**src/rtl/flash_bpi_pkg.sv**
```systemverilog
// Shared types and elaboration helpers for the BPI flash access engine.
package flash_bpi_pkg;

    typedef enum logic [2:0] {
        IDLE,
        SETUP,
        RD,
        WR,
        HOLD,
        RSP
    } state_t;

    function automatic int unsigned max_of5(input int unsigned a, input int unsigned b,
                                            input int unsigned c, input int unsigned d,
                                            input int unsigned e);
        int unsigned m;
        m = a;
        if (b > m) m = b;
        if (c > m) m = c;
        if (d > m) m = d;
        if (e > m) m = e;
        return m;
    endfunction

    // Width of the phase counter: must hold the largest reload value without wrapping.
    function automatic int unsigned cnt_width(input int unsigned setup_cyc, input int unsigned rd_cyc,
                                              input int unsigned wr_cyc, input int unsigned hold_cyc,
                                              input int unsigned wait_timeout);
        return $clog2(max_of5(setup_cyc, rd_cyc, wr_cyc, hold_cyc, wait_timeout) + 1);
    endfunction

    function automatic bit params_ok(input int unsigned setup_cyc, input int unsigned rd_cyc,
                                     input int unsigned wr_cyc, input int unsigned hold_cyc,
                                     input int unsigned wait_timeout);
        return (setup_cyc >= 1) && (rd_cyc >= 3) && (wr_cyc >= 1) &&
               (hold_cyc >= 1) && (wait_timeout >= 1);
    endfunction

endpackage

```
**src/rtl/flash_bpi_ctrl_sync_bit.sv**
```systemverilog
// Two-flop synchronizer for a single asynchronous level input.
module sync_bit (
    input  logic clk,
    input  logic rst,
    input  logic d,
    output logic q
);

    logic meta_q, meta_d;
    logic sync_q, sync_d;

    // Shift the raw level through two stages.
    always_comb begin
        meta_d = d;
        sync_d = meta_q;
    end

    // Synchronizer flops, cleared by async reset.
    always_ff @(posedge clk or posedge rst) begin
        if (rst) begin
            meta_q <= 1'b0;
            sync_q <= 1'b0;
        end else begin
            meta_q <= meta_d;
            sync_q <= sync_d;
        end
    end

    assign q = sync_q;

endmodule

```
**src/rtl/flash_bpi_ctrl.sv**
```systemverilog
// Single-beat BPI parallel-NOR flash access engine: one request in, timed
// asynchronous bus cycle on the pins, exactly one response out.
module flash_bpi_ctrl
    import flash_bpi_pkg::*;
#(
    parameter int unsigned ADDR_W       = 24,
    parameter int unsigned DATA_W       = 16,
    parameter int unsigned SETUP_CYC    = 2,
    parameter int unsigned RD_CYC       = 8,
    parameter int unsigned WR_CYC       = 6,
    parameter int unsigned HOLD_CYC     = 2,
    parameter int unsigned WAIT_TIMEOUT = 255
) (
    input  logic              CLK,
    input  logic              RST,
    input  logic              req_valid,
    output logic              req_ready,
    input  logic              req_write,
    input  logic [ADDR_W-1:0] req_addr,
    input  logic [DATA_W-1:0] req_wdata,
    output logic              rsp_valid,
    input  logic              rsp_ready,
    output logic [DATA_W-1:0] rsp_rdata,
    output logic              rsp_err,
    output logic [ADDR_W-1:0] flash_addr,
    output logic [DATA_W-1:0] flash_dq_o,
    output logic              flash_dq_oe,
    input  logic [DATA_W-1:0] flash_dq_i,
    input  logic              flash_wait,
    output logic              flash_ce_n,
    output logic              flash_oe_n,
    output logic              flash_we_n
);

    if (!params_ok(SETUP_CYC, RD_CYC, WR_CYC, HOLD_CYC, WAIT_TIMEOUT)) begin : g_bad_params
        $error("flash_bpi_ctrl: timing parameter out of range");
    end

    localparam int unsigned CNT_W = cnt_width(SETUP_CYC, RD_CYC, WR_CYC, HOLD_CYC, WAIT_TIMEOUT);
    localparam logic [CNT_W-1:0] SETUP_LAST = CNT_W'(SETUP_CYC - 1);
    localparam logic [CNT_W-1:0] RD_LAST    = CNT_W'(RD_CYC - 1);
    localparam logic [CNT_W-1:0] WR_LAST    = CNT_W'(WR_CYC - 1);
    localparam logic [CNT_W-1:0] HOLD_LAST  = CNT_W'(HOLD_CYC - 1);
    localparam logic [CNT_W-1:0] TO_LAST    = CNT_W'(WAIT_TIMEOUT - 1);

    logic wait_s;

    state_t            state_q, state_d;
    logic [CNT_W-1:0]  cnt_q, cnt_d;
    logic              ext_q, ext_d;
    logic [ADDR_W-1:0] addr_q, addr_d;
    logic [DATA_W-1:0] wdata_q, wdata_d;
    logic              write_q, write_d;
    logic [DATA_W-1:0] rdata_q, rdata_d;
    logic              err_q, err_d;

    logic              ce_n_q, ce_n_d;
    logic              oe_n_q, oe_n_d;
    logic              we_n_q, we_n_d;
    logic              dq_oe_q, dq_oe_d;
    logic [ADDR_W-1:0] flash_addr_q, flash_addr_d;
    logic [DATA_W-1:0] dq_o_q, dq_o_d;
    logic              req_ready_q, req_ready_d;
    logic              rsp_valid_q, rsp_valid_d;

    sync_bit u_wait_sync (
        .clk (CLK),
        .rst (RST),
        .d   (flash_wait),
        .q   (wait_s)
    );

    // State, phase counter, latched request and registered pin outputs.
    always_ff @(posedge CLK or posedge RST) begin
        if (RST) begin
            state_q      <= IDLE;
            cnt_q        <= '0;
            ext_q        <= 1'b0;
            addr_q       <= '0;
            wdata_q      <= '0;
            write_q      <= 1'b0;
            rdata_q      <= '0;
            err_q        <= 1'b0;
            ce_n_q       <= 1'b1;
            oe_n_q       <= 1'b1;
            we_n_q       <= 1'b1;
            dq_oe_q      <= 1'b0;
            flash_addr_q <= '0;
            dq_o_q       <= '0;
            req_ready_q  <= 1'b0;
            rsp_valid_q  <= 1'b0;
        end else begin
            state_q      <= state_d;
            cnt_q        <= cnt_d;
            ext_q        <= ext_d;
            addr_q       <= addr_d;
            wdata_q      <= wdata_d;
            write_q      <= write_d;
            rdata_q      <= rdata_d;
            err_q        <= err_d;
            ce_n_q       <= ce_n_d;
            oe_n_q       <= oe_n_d;
            we_n_q       <= we_n_d;
            dq_oe_q      <= dq_oe_d;
            flash_addr_q <= flash_addr_d;
            dq_o_q       <= dq_o_d;
            req_ready_q  <= req_ready_d;
            rsp_valid_q  <= rsp_valid_d;
        end
    end

    // Next state: phase timing, wait extension/timeout and read capture.
    always_comb begin
        state_d = state_q;
        cnt_d   = cnt_q;
        ext_d   = ext_q;
        addr_d  = addr_q;
        wdata_d = wdata_q;
        write_d = write_q;
        rdata_d = rdata_q;
        err_d   = err_q;
        unique case (state_q)
            IDLE: begin
                if (req_valid && req_ready_q) begin
                    state_d = SETUP;
                    cnt_d   = SETUP_LAST;
                    addr_d  = req_addr;
                    wdata_d = req_wdata;
                    write_d = req_write;
                    rdata_d = '0;
                    err_d   = 1'b0;
                end
            end
            SETUP: begin
                if (cnt_q == '0) begin
                    ext_d = 1'b0;
                    if (write_q) begin
                        state_d = WR;
                        cnt_d   = WR_LAST;
                    end else begin
                        state_d = RD;
                        cnt_d   = RD_LAST;
                    end
                end else begin
                    cnt_d = cnt_q - 1'b1;
                end
            end
            // Past the nominal strobe width the counter is reused as the
            // wait-extension budget; data is taken on the first wait-low cycle.
            RD: begin
                if (!ext_q && (cnt_q != '0)) begin
                    cnt_d = cnt_q - 1'b1;
                end else if (!wait_s) begin
                    rdata_d = flash_dq_i;
                    state_d = HOLD;
                    cnt_d   = HOLD_LAST;
                end else if (!ext_q) begin
                    ext_d = 1'b1;
                    cnt_d = TO_LAST;
                end else if (cnt_q == '0) begin
                    rdata_d = '0;
                    err_d   = 1'b1;
                    state_d = HOLD;
                    cnt_d   = HOLD_LAST;
                end else begin
                    cnt_d = cnt_q - 1'b1;
                end
            end
            WR: begin
                if (cnt_q == '0) begin
                    state_d = HOLD;
                    cnt_d   = HOLD_LAST;
                end else begin
                    cnt_d = cnt_q - 1'b1;
                end
            end
            HOLD: begin
                if (cnt_q == '0) begin
                    state_d = RSP;
                    cnt_d   = '0;
                end else begin
                    cnt_d = cnt_q - 1'b1;
                end
            end
            RSP: begin
                if (rsp_ready) begin
                    state_d = IDLE;
                end
            end
            default: begin
                state_d = IDLE;
                cnt_d   = '0;
            end
        endcase
    end

    // Pin outputs decoded from the next state so every strobe leaves a flop
    // aligned with the state it belongs to.
    always_comb begin
        ce_n_d       = 1'b1;
        oe_n_d       = 1'b1;
        we_n_d       = 1'b1;
        dq_oe_d      = 1'b0;
        flash_addr_d = '0;
        dq_o_d       = '0;
        req_ready_d  = 1'b0;
        rsp_valid_d  = 1'b0;
        unique case (state_d)
            IDLE: begin
                req_ready_d = 1'b1;
            end
            SETUP, HOLD: begin
                ce_n_d       = 1'b0;
                flash_addr_d = addr_d;
                dq_oe_d      = write_d;
                dq_o_d       = write_d ? wdata_d : '0;
            end
            RD: begin
                ce_n_d       = 1'b0;
                oe_n_d       = 1'b0;
                flash_addr_d = addr_d;
            end
            WR: begin
                ce_n_d       = 1'b0;
                we_n_d       = 1'b0;
                flash_addr_d = addr_d;
                dq_oe_d      = 1'b1;
                dq_o_d       = wdata_d;
            end
            RSP: begin
                rsp_valid_d = 1'b1;
            end
            default: begin
                req_ready_d = 1'b0;
            end
        endcase
    end

    assign req_ready   = req_ready_q;
    assign rsp_valid   = rsp_valid_q;
    assign rsp_rdata   = rdata_q;
    assign rsp_err     = err_q;
    assign flash_addr  = flash_addr_q;
    assign flash_dq_o  = dq_o_q;
    assign flash_dq_oe = dq_oe_q;
    assign flash_ce_n  = ce_n_q;
    assign flash_oe_n  = oe_n_q;
    assign flash_we_n  = we_n_q;

endmodule

```
**config.mk**
```make
export PLATFORM = sky130hd
export DESIGN_NAME = flash_bpi_ctrl
export DESIGN_NICKNAME = d
export VERILOG_FILES = /design/src/rtl/flash_bpi_pkg.sv /design/src/rtl/flash_bpi_ctrl_sync_bit.sv /design/src/rtl/flash_bpi_ctrl.sv
export SDC_FILE = /design/constraint.sdc
export NUM_CORES = 1
export LEC_CHECK = 0
export CAP_MARGIN = 10
export CELL_PAD_IN_SITES_DETAIL_PLACEMENT = 1
export CELL_PAD_IN_SITES_GLOBAL_PLACEMENT = 1
export CORE_UTILIZATION = 49
export CTS_CLUSTER_DIAMETER = 120
export DETAILED_ROUTE_END_ITERATION = 10
export DONT_BUFFER_PORTS = 1
export PLACE_DENSITY_LB_ADDON = 0.08
export SLEW_MARGIN = 15
export SYNTH_ARGS = -nofsm -noshare
export SYNTH_HDL_FRONTEND = slang
export SYNTH_SLANG_ARGS = --single-unit
```
**constraint.sdc**
```tcl
create_clock -name CLK -period 4.5 [get_ports CLK]
set_clock_uncertainty 0.2 [all_clocks]
set_input_delay 0.675 -clock CLK [delete_from_list [all_inputs] [get_ports CLK]]
set_output_delay 0.675 -clock CLK [all_outputs]
set_load 0.01 [all_outputs]
```
; ---- After elaboration in Yosys (flattened, before gate mapping)
; Index checks and enable logic that the tools add are counted.
[totals]
regBits = 118
input_bits = 62
output_inout_bits = 63
wordCells = 103
[classes]
addsub = 1
n_eq_ne = 18
muxes = 50
bitwise = 1
reduce_logical = 15
[op_table]
columns = operator, count
row1 = $mux 16, 8
row2 = $mux 24, 3
row3 = $pmux 16 s2, 2
row4 = $mux 8, 7
row5 = $pmux 8 s6, 1
row6 = $mux 3, 8
row7 = $pmux 3 s6, 1
row8 = $mux 1, 16
row9 = $eq 3x2->1 const B, 4
row10 = $eq 3x3->1 const B, 4
row11 = $ne 2x2->1 const B, 5
row12 = $logic_not 8->1, 1
row13 = $reduce_bool 8->1, 1
row14 = $sub 8x1->8 const B, 1
row15 = $eq 3x1->1 const B, 2
row16 = $logic_not 3->1, 2
row17 = $ne 3x3->1 const B, 2
row18 = $pmux 1 s2, 3
row19 = $reduce_and 6->1, 1
row20 = $reduce_and 5->1, 1
row21 = $reduce_and 4->1, 1
row22 = $reduce_bool 2->1, 2
row23 = $reduce_or 4->1, 1
row24 = $logic_and 1x1->1, 2
row25 = 6 further kinds, 6

; ---- Depth between registers and ports, before layout
; Gate-level depths: netlist of run 1.
[depth]
depth_word = 9
mapped_depth = 10
depth_no_buf = 7

; ---- Hierarchy
; A second synthesis of run 1 with hierarchy kept.
[unflattened]
hier_cells = 381
hier_area_um2 = 4927.2
[by_module_without_submodules]
columns = module, n_inst, cells_per_inst, area_per_inst_um2
row1 = flash_bpi_ctrl, 1, 378, 4873.4
row2 = sync_bit, 1, 3, 53.8

; ---- Worst setup path before layout of run 1
; No wires, ideal clock.
[synth_path]
path_kind = flip-flop to flip-flop
from = register cnt_q[0]
to = register flash_addr_q[10] (netlist: flash_addr[10])
setup_ps = 116
t_arrival_ps = 2293
required_time_ps = 4184
path_slack_ps = 1890
stages_incl_launch_ff = 10
synth_period_minus_slack_ps = 2610
cell_sequence = dfrtp_1 > inv_1 > ha_1 > or3b_2 > buf_2 > o31ai_4 > nand2_1 > nor4_4 > buf_6 > nor2_1
[synth_via]
elab_chain_cells = 9
word_cells_on_any_way = 16
classes_between = 4 x eq/ne / 8 x mux / 4 x reduce/logical
[synth_rtl]
columns = item, line_no
row1 = "start, declared", flash_bpi_ctrl.sv:49  ; logic [CNT_W-1:0] cnt_q, cnt_d;
row2 = "start signal, assigned", flash_bpi_ctrl.sv:94  ; cnt_q <= cnt_d;
row3 = $logic_not 8->1, -
row4 = $mux 3, "flash_bpi_ctrl.sv:160, flash_bpi_ctrl.sv:170"
row5 = $mux 3, flash_bpi_ctrl.sv:157  ; end else if (!ext_q) begin
row6 = $mux 3, flash_bpi_ctrl.sv:153  ; end else if (!wait_s) begin
row7 = $mux 3, flash_bpi_ctrl.sv:151  ; if (!ext_q && (cnt_q != '0)) begin
row8 = $pmux 3 s6 (*), flash_bpi_ctrl.sv:122  ; unique case (state_q)
row9 = $eq 3x2->1 (tied with other cells), flash_bpi_ctrl.sv:208  ; unique case (state_d)
row10 = $reduce_or 4->1 (no line) (*), -
row11 = $mux 24 (*), flash_bpi_ctrl.sv:208
row12 = named net flash_addr_d[10], flash_bpi_ctrl.sv:61  ; logic [ADDR_W-1:0] flash_addr_q, flash_addr_d;
row13 = "end signal, assigned", flash_bpi_ctrl.sv:105  ; flash_addr_q <= flash_addr_d;
row14 = "end, declared", flash_bpi_ctrl.sv:61
; Mark *: on every way through the listed nets, which the timed path passes. The rest lies on a longest branch.
; A chain may end at the register's enable or synchronous reset.

; ---- Final worst setup path of run 1
[layout_path]
from = register cnt_q[4]
to = register dq_o_q[4] (netlist: flash_dq_o[4])
[layout_via]
elab_chain_cells = 9
word_cells_on_any_way = 15
classes_between = 3 x eq/ne / 8 x mux / 4 x reduce/logical
[layout_rtl]
columns = item, line_no
row1 = $logic_not 8->1, -
row2 = $mux 3, "flash_bpi_ctrl.sv:160, flash_bpi_ctrl.sv:170"
row3 = $mux 3, flash_bpi_ctrl.sv:157
row4 = $mux 3, flash_bpi_ctrl.sv:153
row5 = $mux 3, flash_bpi_ctrl.sv:151
row6 = $pmux 3 s6 (*), flash_bpi_ctrl.sv:122
row7 = $eq 3x1->1 or $eq 3x3->1 (tied branches), flash_bpi_ctrl.sv:208
row8 = $reduce_or 2->1, flash_bpi_ctrl.sv:208
row9 = $pmux 16 s2 (*), flash_bpi_ctrl.sv:208
row10 = named net dq_o_d[4], flash_bpi_ctrl.sv:62  ; logic [DATA_W-1:0] dq_o_q, dq_o_d;
row11 = "end signal, assigned", flash_bpi_ctrl.sv:106  ; dq_o_q <= dq_o_d;
row12 = "end, declared", flash_bpi_ctrl.sv:62
; Marks and branches as above.

==> metrics.md, run 1 <==
| Metric | Value |
|---|---|
| Final Hold Fails | 0 |
| Crit path max fanout | 17 |
| Clock power frac | 27.7% |
| NetSw | 0.00157 W |
| Routability cong. | 0.796 |
| Die X | 101 µm |
| Final setup margin | 1360 ps |
| I/O pin count | 125 |
| Sequential share of the synthesized area | 61.3% |
| CTS Buf Count | 17 |
| Achievable frequency | 0.319 GHz |
| Post-synth cell types | 51 |
| TritonRoute pass-1 iters | 4 |
| Yosys warning count | 0 |
| CP Cell Sequence | nor4_1 -> a21oi_1 -> o21a_1 -> o311ai_4 -> a21boi_0 |
| Row count | 35 |
| WP buf/inv | 0 |
| Clk root buf | clkbuf_8 |
| Area of the multi-input gates | 1660 µm² |
| Mapped cell area | 4820 µm² |
| Initial drt markers | 147 |
| CTS tree | done |
| Remaining global-route overflow | 0 |
| Placed inst area | 4920 µm² |
| #FFs+latches synth | 118 |
| Non-filler cells, final | 546 |
| Hpwl dp | 7.05 mm |
| HP Class | input pin to flip-flop |
| Post-CTS Setup Inserts | 0 |
| Hold Crit Start | flash_dq_i[9] |
| Worst VDD drop | 0.303 mV |
| Die Height | 101 µm |
| Worst-case clock buffer depth | 2 |
| Share of the synthesized area in the top cell type | 59.7% |
| Unrepaired setup endpoints after global routing | no |
| Post-route DRC | 0 |
| Slew Limit Fails | 0 |
| Fillers | 963 |
| CP required | 4630 ps |
| Final min period | 3140 ps |
| Largest cells by area after synthesis | dfrtp_1, mux2_2, nand2_1 |
| Worst-margin pin slew | 1010 ps |
| Internal power | 0.00276 W |
| Critical Path AT | 3270 ps |
| Slew headroom | 31.8% |
| First-pass GRT wire length | 17.8 mm |
| Drt total wl | 11.0 mm |
| Initial antenna violation count | 1 |
| PD cells | 792 nW/µm² |
| Clk_lat worst skew | 510 ps |
| Worst-path clk slew | 60 ps |
| Layout area overhead | 13.4% |
| Gr usage total | 23.4% |
| Vias in the first global route | 3432 |
| FFs w/ async S/R, synth | 100% |
| Top cell family by delay on the critical path | compound AO/OA/AOI/OAI gates |
| Cts hold-fix bufs | 2 |
| # port buffers | 0 |
| Crit path launch | cnt_q[4]$_DFFE_PP0P_ |
| Synth Area in Compound Gates | 9.21% |
| ANT cells | 0 |
| Adder-Cell Fraction of Synth Area | 0.259% |
| Setup-failing EPs final | 0 |
| Largest net degree at the start of global routing | 54 |
| CTS H-tree lvls | 4 |
| Number of synthesized flops with an enable pin | 0 |
| Synth Area in Simple Gates | 11.9% |
| Largest family of logic cells by synthesized area | multiplexers |
| Sequential cell area | 2960 µm² |
| Vias | 3068 |
| Pre-CTS setup slack | 1540 ps |
| Syn_area_per_cell | 12.2 µm² |
| Area leader, netlist | dfrtp_1 |
| Leakage power | 2.55 nW |
| Syn_nets | 459 |
| Register share of total power | 42.0% |
| Status | complete, no violations |
| Setup CP Type | flip-flop to flip-flop |
| Fin area | 5470 µm² |
| Net Sw Frac | 36.3% |
| CP startpoint kind | flip-flop |
| CP max stage delay | 890 ps |
| Most frequent cells in the layout | dfrtp_1, nand2_1, mux2_2 |
| Vias per cell | 5.62 |
| Starting Density | 51.5% |
| Max-cap violation count | 0 |
| Nets@finish | 467 |
| Antenna-violating nets left | 0 |
| Slowest-stage cell, CP | nor4_1 |
| Core footprint | 9370 µm² |
| # resized after CTS | 0 |
| Final period util | 69.7% |
| Mux share of post-synthesis cell area | 12.9% |
| Cells after Synth | 396 |
| Gate power share | 30.2% |
| Die area | 10200 µm² |
| Total negative slack | 0 ps |
| Worst r2r src | cnt_q[4]$_DFFE_PP0P_ |
| Commonest non-fill, non-tap cell in the layout | dfrtp_1 |
| Endpoint class of the critical path | flip-flop |
| Clk sinks | 118 |
| Primary FF master, synth | dfrtp_1 |
| Placed insts | 512 |
| Layout cells sized above 1 | 23.0% |
| Post-synthesis xor/xnor area fraction | 0.182% |
| WHS | 102 ps |
| Avg WL per Cell | 20.2 µm |
area by class of cell:
class	instances	share of cell area [%]
clock inverters	12	1.78
inverters	24	1.69
clock buffers	20	7.96
repair buffers	8	1.19
well taps	129	2.95
flip-flops and latches	118	54.1
multi-input cells	235	30.4
path summary, 6_finish.rpt:
| check | to | slack [ps] | cells after the start |
|---|---|---|---|
| hold / removal | rsp_rdata[9]$_DFFE_PP0P_ | 100 | 2 |
| max in group asynchronous | flash_we_n$_DFF_PP1_ | 2610 | 3 |
| setup / recovery | flash_dq_o[4]$_DFF_PP0_ | 1360 | 5 |
| setup reg to reg | flash_dq_o[4]$_DFF_PP0_ | 1360 | 5 |
| min in group asynchronous | flash_dq_o[13]$_DFF_PP0_ | 550 | 2 |
| hold reg to reg | u_wait_sync.q$_DFF_PP0_ | 150 | 0 |
state kept, by name, indices dropped and copies added (netlist names), 3 cells and up:
register	count
flash_addr	24
state_q	3
wdata_q	16
flash_dq_o	16
rsp_rdata	16
cnt_q	8
addr_q	24
through the flow:
step	utilization, %	total power [W]
after global placement	52.5	0.00307
final	58.4	0.00433
after global routing	58.4	0.00460
after CTS	58.4	0.00438
after detailed placement	52.5	0.00314
after floorplan	-	0.00285
worst register-to-register path: stages, from the launching register on:
cell	delay [ps]
dfrtp_1	450
nor4_1	900
a21oi_1	220
o21a_1	310
o311ai_4	660
a21boi_0	230
kinds of logic after synthesis:
family / Yosys count
muxes: 57
xor gates and xnor gates: 1
AOI/OAI and AO/OA: 56
DFF: 118
buffers and inverters: 43
and+or+nand+nor: 120
adders and majority gates: 1
Yosys cell counts (all sizes together) (2+ instances only):
cell    count
nand2b      2
a31oi       4
dfrtp     115
or3b        2
a21oi       6
o311ai      2
and3        2
nor4        3
nor2       34
o21ai       7
inv        24
or4         5
mux2i      16
dfstp       3
mux2       41
a21o        4
or2         2
o221ai      2
or3         3
a22oi       2
buf         9
o21a        2
o31ai       3
nand3       5
a21boi     16
clkbuf     10
nand2      53
nor3b       4
power groups by stage:
stage / sequential, W / combinational [W] / clock (W)
after CTS: 0.00183 / 0.00133 / 0.00122
after floorplan: 0.00173 / 0.00112 / 0
after global placement: 0.00183 / 0.00124 / 0
after detailed placement: 0.00184 / 0.00130 / 0
final: 0.00182 / 0.00131 / 0.00120
after global routing: 0.00187 / 0.00146 / 0.00127
metal layers:
metal | up-vias | track usage (%) | wire length, µm | part of all wire [%]
li1 | 1357 | - | - | -
met1 | 1579 | 27.5 | 4450 | 40
met2 | 109 | 37.7 | 5480 | 50
met3 | 21 | 10.0 | 893 | 8.1
met4 | 2 | 10.1 | 192 | 1.7
met5 | - | 0 | 13 | 0.12
No activity file was read; power rests on OpenSTA's default activity.
==> inputs of run 2 (changes only) <==
==> constraint.sdc (replaced) <==
create_clock -name CLK -period 3.1 [get_ports CLK]
set_clock_uncertainty 0.2 [all_clocks]
set_input_delay 0.465 -clock CLK [delete_from_list [all_inputs] [get_ports CLK]]
set_output_delay 0.465 -clock CLK [all_outputs]
set_load 0.01 [all_outputs]
==> metrics.md, run 2 (synthesis results as in run 1) <==
| Metric | Value |
|---|---|
| Setup-failing EPs final | 0 (unchanged) |
| Setup CP Type | flip-flop to flip-flop |
| Worst VDD drop | 0.637 mV (+110%) |
| # port buffers | 0 (unchanged) |
| Final Hold Fails | 0 (unchanged) |
| First-pass GRT wire length | 20.7 mm (+16%) |
| Max-cap violation count | 0 (unchanged) |
| Nets@finish | 531 (+14%) |
| Clk sinks | 118 (unchanged) |
| Endpoint class of the critical path | flip-flop |
| WHS | 127 ps (+25.0 ps) |
| ANT cells | 0 (unchanged) |
| Achievable frequency | 0.347 GHz (+8.9%) |
| Setup slack, reg-to-reg | 220 ps (-1140 ps) |
| HP Class | input pin to flip-flop |
| Hold Crit Start | rsp_ready |
| Core footprint | 9370 µm² (unchanged) |
| Vias per cell | 5.57 (-0.83%) |
| # resized after CTS | 0 (unchanged) |
| R2r worst-path depth | 8 (+3) |
| Layout area overhead | 28.0% |
| Clk root buf | clkbuf_8 |
| Layout cells sized above 1 | 21.8% (-1.2 points) |
| Final setup margin | 219 ps (-1140 ps) |
| Die Height | 101 µm (unchanged) |
| Gr usage total | 28.0% (+4.5 points) |
| Worst-case clock buffer depth | 2 (unchanged) |
| Hpwl dp | 7.39 mm (+4.9%) |
| Die X | 101 µm (unchanged) |
| Pre-CTS setup slack | 304 ps (-1240 ps) |
| Row count | 35 (unchanged) |
| Post-route DRC | 0 (unchanged) |
| Initial drt markers | 82 (-44%) |
| Worst-margin pin slew | 853 ps (-160 ps) |
| Tot Pwr | 0.00677 W (+56%) |
| CP startpoint kind | flip-flop |
| Antenna-violating nets left | 0 (unchanged) |
| Total negative slack | 0 ps (unchanged) |
| Remaining global-route overflow | 0 (unchanged) |
| Fillers | 930 (-3.4%) |
| Vias | 3399 (+11%) |
| CTS tree | done |
| Leakage power | 2.85 nW (+12%) |
| Final min period | 2880 ps (-257 ps) |
| Slew Limit Fails | 0 (unchanged) |
| Avg WL per Cell | 21.6 µm (+7.0%) |
| CP required | 3270 ps (-1360 ps) |
| Crit path max fanout | 17 (unchanged) |
| Clk_lat worst skew | 530 ps (+20 ps) |
| Most frequent cells in the layout | dfrtp_1, dlygate4sd3_1, nand2_1 |
| Unrepaired setup endpoints after global routing | no |
| CTS Buf Count | 17 (unchanged) |
| Routability cong. | 0.859 (+8.0%) |
| Min-Delay Path Depth | 2 (unchanged) |
| Post-CTS Setup Inserts | 0 (unchanged) |
| Largest net degree at the start of global routing | 60 (+11%) |
| Slew headroom | 43.0% (+11 points) |
| Worst-path clk slew | 70 ps (about the same) |
| Worst r2r src | cnt_q[0]$_DFFE_PP0P_ |
| Die area | 10200 µm² (unchanged) |
| PD cells | 1100 nW/µm² (+38%) |
| Drt total wl | 13.2 mm (+20%) |
| TritonRoute pass-1 iters | 4 (unchanged) |
| Status | complete, no violations |
| Final period util | 92.9% (+23 points) |
| Starting Density | 51.5% (unchanged) |
| Initial antenna violation count | 0 (-1) |
| I/O pin count | 125 (unchanged) |
| CTS H-tree lvls | 4 (unchanged) |
| Vias in the first global route | 3831 (+12%) |
| Hold Path Sink | state_q[2]$_DFF_PP0_ |
| FF-to-FF End | flash_dq_o[0]$_DFF_PP0_ |
| Critical Path AT | 3050 ps (-220 ps) |
| Commonest non-fill, non-tap cell in the layout | dfrtp_1 |
==> run 2: cell count changes in the layout (fill, tap and decap cells not counted) <==
cell / change
bufinv_16: +2
clkbuf_8: +1
clkbuf_1: -2
buf_4: +5
clkinvlp_4: +1
inv_6: +1
dlygate4sd3_1: +57
inv_8: -1
clkinv_4: -1
inv_4: -1
buf_12: +2
==> run 2: worst max-delay path by stage <==
stage | from | endpoint | slack [ps] | depth (start not counted)
floorplan | cnt_q[0]$_DFFE_PP0P_ | flash_addr[10]$_DFF_PP0_ | 490 | 9
global placement | cnt_q[0]$_DFFE_PP0P_ | flash_dq_o[10]$_DFF_PP0_ | 450 | 8
finish | cnt_q[0]$_DFFE_PP0P_ | flash_dq_o[0]$_DFF_PP0_ | 220 | 8
global route | cnt_q[0]$_DFFE_PP0P_ | flash_dq_o[0]$_DFF_PP0_ | 80 | 8
CTS | cnt_q[0]$_DFFE_PP0P_ | flash_dq_o[14]$_DFF_PP0_ | 280 | 8
detailed placement | cnt_q[0]$_DFFE_PP0P_ | flash_dq_o[14]$_DFF_PP0_ | 300 | 8
==> run 2: cell type report <==
class	count	area, µm²	share of cell area [%]
Sequential cell	118	2960	47.9
Multi-Input combinational cell	235	1660	26.9
Timing Repair Buffer	72	713	11.6
Clock buffer	19	442	7.15
Tap cell	129	161	2.61
Clock inverter	13	146	2.37
Inverter	24	93.8	1.52
==> run 2: report_power, final <==
group / switching (W) / total, W / internal, W / leakage [nW]
clock: 0.000750 / 0.00195 / 0.00120 / 0.286
sequential: 0.000485 / 0.00266 / 0.00218 / 1.49
combinational: 0.00121 / 0.00216 / 0.000944 / 1.08
total: 0.00245 / 0.00677 / 0.00432 / 2.85
==> run 2: timing repair <==
action	CTS	global route
hold buffers	59	0
hold endpoints to repair	93	0
endpoints found under the setup margin	0	0
==> run 2: worst max-delay path: stages (launching register included) <==
cell and delay [ps]:
dfrtp_1 410, inv_1 90, ha_1 190, or3b_2 590
o31ai_4 270, nand2_1 200, o311ai_4 340, buf_4 250
a21boi_0 190
==> run 2: layer usage <==
layer,GRT usage (%),up-vias,routed length [µm],part of all wire (%)
met3,9.66,32,865,6.6
met1,29.7,1749,4810,36
li1,-,1496,-,-
met5,0,-,0,0
met4,13.8,0,424,3.2
met2,49.6,122,7090,54
==> run 2: per-stage QoR <==
stage | utilization [%] | instances | cell area (µm²)
2_1_floorplan | - | 396 | 4830
3_3_place_gp | 53.3 | 519 | 4990
3_5_place_dp | 53.3 | 519 | 4990
4_1_cts | 65.9 | 610 | 6170
5_1_grt | 65.9 | 610 | 6170
6_report | 65.9 | 610 | 6170
==> variant: new RTL, flow settings as in run 2 <==
Change the parameter `ADDR_W` from 24 to 28.
--- a/src/rtl/flash_bpi_ctrl.sv
+++ b/src/rtl/flash_bpi_ctrl.sv
@@ -3,7 +3,7 @@
 module flash_bpi_ctrl
     import flash_bpi_pkg::*;
 #(
-    parameter int unsigned ADDR_W       = 24,
+    parameter int unsigned ADDR_W       = 28,
     parameter int unsigned DATA_W       = 16,
     parameter int unsigned SETUP_CYC    = 2,
     parameter int unsigned RD_CYC       = 8,
Interface: changed (resized flash_addr and req_addr); port bits go from 125 to 133. No check against the original RTL was run, so the function may have changed too.
==> variant against run 2 <==
- sequential cell count up 8
- critical path depth shrank 1
- final area is 4.3% higher
- non-clock buffer count shrank 4
- wire length fell by 8.9%
- area after synthesis grew 4.3%
- global-route usage is 3.9 points lower
- worst setup slack got worse by 0.097 ns
Power is not compared: it rests on default switching activity, and its combinational part moved more than twofold at a synthesized area within 25%.
==> variant: results <==
set metrics [dict create \
    status "completed" \
    drive_above_1_share 0.203 \
    seqCellArea_um2 3160 \
    clk_share 0.0981 \
    n_fill_cell 923 \
    grt_pass1_vias 3612 \
    r2r_cells 7 \
    cpPeakStageDelay_ns 0.64 \
    grt.total_usage 0.240 \
    arrival_ns 3.18 \
    wl_met2_um 6240 \
    syn_nets 454 \
    num-multi-input-gates 217 \
    signal_buffers 68 \
    grt_pass1_wl_um 18500 \
    hpwl_um 6730 \
    cts-hold-fix-buffers 63 \
    synth.area.top_cells "dfrtp_1, mux2_2, nor2b_1" \
    synth_common_cells "dfrtp_1, mux2_2, nor2b_1" \
    use_met1 0.273 \
    drt_iter0_markers 116 \
    finalWirelength_um 12000 \
    relSlewSlack 0.532 \
    cpMaxStageDelayCell "or4b_1" \
    cp_top_family "simple AND/OR/NAND/NOR gates" \
    synthAdderAreaFrac 0.00249 \
    place_ws_ns 0.0656 \
    die_w_um 103 \
    finalInstanceArea_um2 6440 \
    multi_input_area_share 0.263 \
    wl_met1_um 4690 \
    met3_length_um 879 \
    grt_max_degree 127 \
    met3_usage 0.105 \
    vias 3200 \
    synth-xor-area-share 0.00174 \
    clock-sinks 126 \
    seq_area_frac_synth 0.628 \
    routabilityCongestion 0.788 \
    synth_compound_area_frac 0.0928 \
    clock_buffers 23 \
    grt_use_met2 0.408 \
    avgRoutedWirePerCell_um 20.0 \
]
==> variant: cell types whose count changed after synthesis, moves of 3 or more <==
cell | before | now
nor2b_1 | 1 | 32
nand2_1 | 53 | 29
nor2_1 | 33 | 12
dfrtp_1 | 115 | 123
a21oi_1 | 5 | 9
mux2_2 | 41 | 45
or4_1 | 5 | 1
nor3b_1 | 4 | 1
o21ai_0 | 7 | 4
o22ai_1 | 1 | 4
==> variant: final timing paths <==
kind	slack, ns	end	startpoint
worst max-delay path	0.12	flash_dq_o[5]$_DFF_PP0_	cnt_q[0]$_DFFE_PP0P_
worst min-delay path	0.14	state_q[2]$_DFF_PP0_	rsp_ready
worst max register to register	0.12	flash_dq_o[5]$_DFF_PP0_	cnt_q[0]$_DFFE_PP0P_
worst min register to register	0.18	u_wait_sync.q$_DFF_PP0_	u_wait_sync.meta_q$_DFF_PP0_
max in group asynchronous	1.79	flash_addr[18]$_DFF_PP0_	RST
min in group asynchronous	0.46	addr_q[14]$_DFF_PP0_	RST
